===== src/rtl/led_seq_pkg.sv =====
// Shared types and pattern constants for the LED sequencer.
// Seeds and wrap targets are returned 32 bits wide; callers truncate to BITS.
package led_seq_pkg;

    typedef enum logic [1:0] {
        BOUNCE = 2'd0,
        ROT_L  = 2'd1,
        ROT_R  = 2'd2,
        FILL   = 2'd3
    } mode_t;

    localparam int unsigned MAX_BITS = 32;

    // Pattern loaded into q when a mode is (re)entered.
    function automatic logic [MAX_BITS-1:0] seed_pattern(mode_t m, int unsigned bits);
        logic [MAX_BITS-1:0] r;
        r = '0;
        case (m)
            BOUNCE:  r = 32'd1;
            ROT_L:   r = 32'd1;
            ROT_R:   r = 32'd1 << (bits - 1);
            default: r = '0;
        endcase
        return r;
    endfunction

    // Value of q that marks the first state of a new pattern period.
    function automatic logic [MAX_BITS-1:0] wrap_pattern(mode_t m, int unsigned bits);
        logic [MAX_BITS-1:0] r;
        r = '0;
        case (m)
            BOUNCE:  r = 32'd1;
            ROT_L:   r = 32'd1;
            ROT_R:   r = 32'd1 << (bits - 1);
            default: r = '0;
        endcase
        return r;
    endfunction

endpackage


===== src/rtl/led_sequencer_tick_gen.sv =====
// Programmable prescaler: tick is high on the enabled edge where count == div,
// and count restarts from zero on that same edge.
module tick_gen #(
    parameter int DIV_W = 24
) (
    input  logic             clk,
    input  logic             rst,
    input  logic             en,
    input  logic             clr,
    input  logic [DIV_W-1:0] div,
    output logic             tick
);

    logic [DIV_W-1:0] count;

    assign tick = en && (count == div);

    // A count above a freshly lowered div simply runs through the full range.
    always_ff @(posedge clk or posedge rst) begin
        if (rst) begin
            count <= '0;
        end else if (clr) begin
            count <= '0;
        end else if (en) begin
            if (tick) begin
                count <= '0;
            end else begin
                count <= count + DIV_W'(1);
            end
        end
    end

endmodule


===== src/rtl/led_sequencer.sv =====
// LED pattern generator: bounce, rotate-left, rotate-right and bar-fill,
// stepped by a prescaler, with run/pause and a period-complete pulse.
module led_sequencer
    import led_seq_pkg::*;
#(
    parameter int BITS  = 10,
    parameter int DIV_W = 24
) (
    input  logic             clk,
    input  logic             rst,
    input  logic             en,
    input  logic [1:0]       mode,
    input  logic [DIV_W-1:0] div,
    output logic [BITS-1:0]  q,
    output logic             dir,
    output logic             wrap
);

    mode_t           mode_q;
    mode_t           mode_in;
    logic            mode_chg;
    logic            tick;
    logic [BITS-1:0] step_q;
    logic            step_dir;
    logic [BITS-1:0] seed_q;
    logic [BITS-1:0] wrap_q;
    logic            step_wraps;

    assign mode_in  = mode_t'(mode);
    assign mode_chg = (mode_in != mode_q);

    tick_gen #(
        .DIV_W(DIV_W)
    ) u_tick_gen (
        .clk (clk),
        .rst (rst),
        .en  (en),
        .clr (mode_chg),
        .div (div),
        .tick(tick)
    );

    assign seed_q = BITS'(seed_pattern(mode_in, BITS));
    assign wrap_q = BITS'(wrap_pattern(mode_q, BITS));

    // Next pattern if a step is taken under the stored mode.
    always_comb begin
        step_q   = q;
        step_dir = dir;
        case (mode_q)
            BOUNCE: begin
                if (dir && q[BITS-1]) begin
                    step_dir = 1'b0;
                    step_q   = q >> 1;
                end else if (!dir && q[0]) begin
                    step_dir = 1'b1;
                    step_q   = q << 1;
                end else if (dir) begin
                    step_q = q << 1;
                end else begin
                    step_q = q >> 1;
                end
            end
            ROT_L:   step_q = {q[BITS-2:0], q[BITS-1]};
            ROT_R:   step_q = {q[0], q[BITS-1:1]};
            default: step_q = (&q) ? '0 : {q[BITS-2:0], 1'b1};
        endcase
    end

    assign step_wraps = (step_q == wrap_q);

    // A mode change outranks a step and is taken whether or not en is high.
    always_ff @(posedge clk or posedge rst) begin
        if (rst) begin
            q      <= BITS'(1);
            dir    <= 1'b1;
            wrap   <= 1'b0;
            mode_q <= BOUNCE;
        end else if (mode_chg) begin
            q      <= seed_q;
            wrap   <= 1'b0;
            mode_q <= mode_in;
            if (mode_in == BOUNCE) begin
                dir <= 1'b1;
            end
        end else if (tick) begin
            q    <= step_q;
            dir  <= step_dir;
            wrap <= step_wraps;
        end else begin
            wrap <= 1'b0;
        end
    end

endmodule


===== config.mk =====
export PLATFORM = sky130hd
export DESIGN_NAME = led_sequencer
export DESIGN_NICKNAME = d
export VERILOG_FILES = /design/src/rtl/led_seq_pkg.sv /design/src/rtl/led_sequencer_tick_gen.sv /design/src/rtl/led_sequencer.sv
export SDC_FILE = /design/constraint.sdc
export NUM_CORES = 1
export LEC_CHECK = 0
export ABC_AREA = 1
export BUFFER_PORTS_ARGS = -buffer_cell sky130_fd_sc_hd__buf_2
export CAP_MARGIN = 40
export CELL_PAD_IN_SITES_DETAIL_PLACEMENT = 0
export CELL_PAD_IN_SITES_GLOBAL_PLACEMENT = 1
export CORE_ASPECT_RATIO = 0.75
export CORE_MARGIN = 10
export CORE_UTILIZATION = 40
export DETAILED_ROUTE_END_ITERATION = 6
export MAX_ROUTING_LAYER = met4
export PLACE_DENSITY_LB_ADDON = 0.05
export SLEW_MARGIN = 30
export SYNTH_ARGS = -nofsm -noshare
export SYNTH_HDL_FRONTEND = slang
export SYNTH_SLANG_ARGS = --single-unit

===== constraint.sdc =====
create_clock -name clk -period 2.14 [get_ports clk]
set_clock_uncertainty 0.05 [all_clocks]
set_input_delay 0.214 -clock clk [delete_from_list [all_inputs] [get_ports clk]]
set_output_delay 0.214 -clock clk [all_outputs]
set_load 0.005 [all_outputs]

### Word-level counts from Yosys, hierarchy flattened

Index checks and enable logic that the tools add are counted.

| cells by class | value |
|---|---|
| reductions and logical operators | 14 |
| equal/unequal tests | 8 |
| $add $sub $neg | 1 |
| muxes and demuxes | 20 |

Operators with widths:

| operator | number |
|---|---|
| 24-bit two-way mux | 3 |
| 10-bit two-way mux | 6 |
| 10-bit case mux with 2 select lines | 2 |
| 10-bit case mux with 3 select lines | 1 |
| 24-bit by 1-bit adder with 24-bit output, second input constant | 1 |
| 24-bit == test | 1 |
| 10-bit == test | 1 |
| 10-bit AND reduction | 1 |
| 1-bit two-way mux | 8 |
| 2-bit nonzero test | 3 |
| 2-bit by 1-bit == test with 1-bit output, second input constant | 2 |
| 2-bit == test, second input constant | 2 |
| 2-bit logical NOT | 2 |
| 4-bit AND reduction | 1 |
| 2-bit OR reduction | 2 |
| 1-bit logical AND | 3 |
| 3-bit nonzero test | 1 |
| 2-bit by 1-bit inequality test with 1-bit output, second input constant | 1 |
| 2-bit inequality test | 1 |
| 1-bit logical NOT | 1 |

| storage, ports and cells | value |
|---|---|
| register bits | 38 |
| word-level logic and storage cells | 48 |

### Logic depth before layout (Yosys ltp)

| logic depth | value |
|---|---|
| depth after elaboration | 8 |
| gate-level depth with buffers | 12 |
| mapped depth without buffers | 11 |

### Hierarchy

Synthesis repeated with hierarchy kept, for this count alone.

| second synthesis, totals | value |
|---|---|
| cells, all modules | 534 |
| area, all modules | 3338.2 µm² |

Modules (own cells, without submodules):

| module | cells each | sequential area each (µm²) | area each (µm²) | instances |
|---|---|---|---|---|
| tick_gen | 374 | 600.6 | 2278.4 | 1 |
| led_sequencer | 160 | 352.8 | 1059.8 | 1 |

### Least setup slack after synthesis

Ideal clock, no wire load.

| timing path | value |
|---|---|
| path type | reg-to-reg |
| start | register mode_q[0] |
| end | register u_tick_gen.count[9] |
| path buffers | 2 |
| required time | 1.965 ns |
| library setup time | 0.125 ns |
| setup slack | 0.628 ns |
| arrival time | 1.336 ns |
| stages on the path, launching flop included | 11 |
| cells stage by stage | dfrtp_1 > buf_6 > xnor2_1 > nand2_2 > nor2_4 > inv_2 > buf_6 > nand2_2 > inv_1 > a21oi_1 > nor3_1 |

| between the ends | value |
|---|---|
| cells in the longest elaborated chain, start to end | 2 |
| elaborated cells between the ends (all ways) | 3 |
| classes of those cells | eq/ne (1); mux (1); reduce/logical (1) |

RTL lines:

| what | line | source |
|---|---|---|
| start: declaration | led_sequencer.sv:19 | `mode_t mode_q;` |
| start signal: assignment | led_sequencer.sv:82 | `mode_q <= mode_in;` |
| 2-bit inequality test * | led_sequencer.sv:30 | `assign mode_chg = (mode_in != mode_q);` |
| 24-bit two-way mux / 2-bit nonzero test (equally long branches) | -- |  |
| end signal: assignment | led_sequencer_tick_gen.sv:28 | `count <= count + DIV_W'(1);` |
| end: declaration | led_sequencer_tick_gen.sv:14 | `logic [DIV_W-1:0] count;` |

Mark *: on every way between the ends. The rest lies on a longest branch, timed or not.
A chain may end at the register's enable or synchronous reset.

### Worst setup path after layout

| timing path | value |
|---|---|
| start | register u_tick_gen.count[4] |
| end | register q[6] |

| between the ends | value |
|---|---|
| cells in the longest elaborated chain, start to end | 3 |

RTL lines:

| what | line | source |
|---|---|---|
| 24-bit == test | led_sequencer_tick_gen.sv:16 | `assign tick = en && (count == div);` |
| 1-bit logical AND | led_sequencer_tick_gen.sv:16 |  |
| 2-bit nonzero test (no source line) | -- |  |
| end signal: assignment | led_sequencer.sv:80 | `q <= seed_q;` |
| end signal: assignment | led_sequencer.sv:87 | `q <= step_q;` |
| end: declaration | led_sequencer.sv:14 | `output logic [BITS-1:0] q,` |

Every way passes these cells.

==> impl_summary.log <==
INFO  metric status = finished with violations
INFO  metric violations = negative hold slack
INFO  metric synth_top_family_by_area = simple AND/OR/NAND/NOR gates
INFO  metric path_cells = inv_1, nand2_1, nand2_1, nor2_1, nand3_1, nor2_1, nand3_1, nand2_2, buf_4, nand3_1, o21ai_0
INFO  metric clk_latency = 290 ps
INFO  metric synth_async_sr_flop_share = 1.00
INFO  metric grt_setup_unrepaired = false
INFO  metric setup_viol_count_final = 0
INFO  metric dp.final_hpwl = 6150 um
INFO  metric cts_tree = yes
INFO  metric cts-htree-levels = 2
INFO  metric maximum_cell_stage_delay_along_the_critical_path = 400 ps
INFO  metric maxCapViolations = 0
INFO  metric nNetsFinal = 526
INFO  metric post-place-cells = 587
INFO  metric final_cell_mix = nand2_1, nor2_1, inv_1
INFO  metric muxShareOfSynthArea = 0
INFO  metric postCtsSetupRepairBufs = 0
INFO  metric gpl.final_weighted_congestion = 0.975
INFO  metric clockBufferDepth = 2
INFO  metric die_width = 117 um
INFO  metric via_count = 2838
INFO  metric timing.final.crit_period = 1900 ps
INFO  metric row_count = 26
INFO  metric non_filler_instance_count_after_layout = 595
INFO  metric critPathSlowestCell = dfrtp_1
INFO  metric ys_types = 30
INFO  metric n_diodes = 0
INFO  metric synth_enable_flop_cells = 0
INFO  metric clock-root-buffer = clkbuf_8
INFO  metric slew_headroom = 0.661
INFO  metric io_buffers = 40
INFO  metric mostFrequentLayoutCell = nand2_1
INFO  metric post_synth_and_or_nand_nor_area_fraction = 0.420
INFO  metric wire_per_inst = 13.1 um
INFO  metric critical_path_arrival = 2060 ps
INFO  metric hold_viol = 18
INFO  metric yosysSeqAreaShare = 0.336
INFO  metric postSynthRegisterBits = 38
INFO  metric tritoncts.num_buffers = 5
INFO  metric final.setup.tns = 0 ps
INFO  metric p_per_area = 494 nW/um^2
INFO  metric dieHeight = 93.0 um
INFO  metric ant_nets = 0
INFO  metric remaining_drc_errors = 0
INFO  metric synth_compound_area_frac = 0.0767
INFO  metric globalRouteOverflowTotal = 0
INFO  metric io_pins = 41
INFO  metric number_of_global_route_vias_before_repair = 2573
INFO  metric core = 6860 um^2
INFO  metric grt_max_degree = 39
INFO  metric cts.reportedPaths.clkPinSlew = 80 ps
INFO  metric detail_route.first_pass.iterations = 4
INFO  metric numClockSinks = 38
INFO  metric fraction_of_layout_cells_with_a_size_suffix_above_1 = 0.161
INFO  metric finalCritPeriodShare = 0.887
INFO  metric pre_cts_ws = 247 ps
INFO  metric antenna_found_initial = 0
INFO  metric drt_first_iter_violations = 215
INFO  metric drt_wl_total = 7820 um
INFO  metric critical-path-top-cell-by-count = nand3_1
INFO  metric vias_per_cell = 4.77
INFO  metric met3WireLength = 449 um
INFO  metric overall_die_area = 10900 um^2
INFO  metric wirelength_met1 = 4170 um
INFO  metric worst_hold_path_type = in2async
INFO  metric path_class = reg2reg
INFO  metric floorplan.initialDensity = 0.414
INFO  metric highest_layer = met4
INFO  metric grt_pass1_wl = 13000 um
INFO  metric worst-endpoint-required = 2300 ps
INFO  metric worst_pin_slew = 503 ps
INFO  metric cts_hold_buf = 0
INFO  metric syn_nets = 481
INFO  metric ys_flop_type = dfrtp_1
INFO  metric postSynthAreaPerCell = 6.29 um^2
INFO  metric met2RoutedLength = 3190 um
INFO  metric timing.critical_path.to_type = register
INFO  metric synthesis.area = 2840 um^2
INFO  metric grt_util_all_layers = 0.150
INFO  metric holdWs = -19.5 ps
INFO  metric final-max-slew-violation-count = 0
INFO  metric synth-xor-area-share = 0.0339
INFO  metric finalWorstSetupSlack = 241 ps
INFO  metric postCtsResizedCells = 0
INFO  metric vdd_ir_drop_max = 0.263 mV
INFO  metric setup.worst_path.start_class = register
INFO  metric synth-warning-count = 0
INFO  metric path_max_fanout = 12
INFO  metric power.leakage = 1.59 nW
INFO  metric synthToLayoutAreaGrowth = 13.8%
INFO  metric post_synth_adder_cell_area = 0.00441
INFO  metric fmaxAchievable = 527 MHz
INFO  metric syn_inst = 451
-- layout make-up --
class | instances | area (um^2)
Tap cell | 98 | 123
Timing Repair Buffer | 47 | 253
Clock inverter | 1 | 5.00
Multi-Input combinational cell | 327 | 1520
Fill cell | 727 | 3630
Inverter | 77 | 289
Clock buffer | 7 | 86.3
Sequential cell | 38 | 953
-- path summary, 6_finish.rpt --
| check | slack [ps] | cells after the start | end | start |
|---|---|---|---|---|
| min in group clk | 30 | 1 | mode_q[0] | mode[0] |
| max in group asynchronous | 1690 | 3 | u_tick_gen.count[10] | rst |
| setup reg to reg | 240 | 11 | q[6] | u_tick_gen.count[4] |
| hold / removal | -20 | 3 | q[9] | rst |
| hold reg to reg | 470 | 2 | dir | dir |
| setup / recovery | 240 | 11 | q[6] | u_tick_gen.count[4] |
-- state kept, by name, summed over array words and instances (netlist names) --
register          cells
q                    10
dir                   1
mode_q                2
u_tick_gen.count     24
wrap                  1
-- worst max-delay path, delay by kind of cell, from the launching register on --
family,cells,cell delay [ps]
buffers and inverters,2,350
DFF,1,400
AOI/OAI and AO/OA,1,70
and+or+nand+nor,8,950
-- synth_stat cells (2+ instances only) --
library cell	count	area, um^2
nor4_1	2	12.5
o21ai_0	18	90.1
nand4_1	5	31.3
nand3b_1	2	15.0
nand3_1	29	145
dfrtp_1	36	901
o211ai_1	2	15.0
nor3_1	15	75.1
xor2_1	7	61.3
dfstp_2	2	52.6
o21ai_1	5	25.0
nand2_1	133	499
inv_2	8	30.0
nand2_2	5	31.3
xnor2_1	4	35.0
inv_1	69	259
o22ai_1	6	37.5
nor3_2	2	20.0
buf_6	5	56.3
nor2_1	72	270
clkbuf_1	2	7.51
nor2_2	3	18.8
a21oi_1	10	50.1
nand3_2	3	30.0
-- kinds of logic after synthesis --
| kind of cell | count (synthesis) |
|---|---|
| XOR/XNOR | 11 |
| AO/OA/AOI/OAI | 41 |
| AND/OR/NAND/NOR | 274 |
| adder cells (fa/ha/maj) | 1 |
| buffers and inverters | 86 |
| flip-flops | 38 |
-- per-layer routing --
metal	global-route usage	vias up
li1	-	1484
met1	0.223	1275
met2	0.207	77
met3	0.0290	2
met4	0.0216	0
met5	-	-
-- report_power, final --
| part | switching [mW] | internal (mW) | leakage (nW) |
|---|---|---|---|
| logic | 0.201 | 0.104 | 1.02 |
| clock network | 0.262 | 0.260 | 0.0482 |
| registers | 0.0276 | 0.741 | 0.517 |
| total | 0.491 | 1.11 | 1.59 |
-- per-stage QoR --
stage               area [um^2]   util  power (mW)  hold WS, ps
finish                     3230  0.470        1.60        -19.5
global route               3230  0.470        1.69         23.0
CTS                        3230  0.470        1.61         8.77
detailed placement         3140  0.457        1.09          325
global placement           3140  0.457        1.09          320
floorplan                  2840      -       0.980          262
No activity file was read; power rests on OpenSTA's default activity.
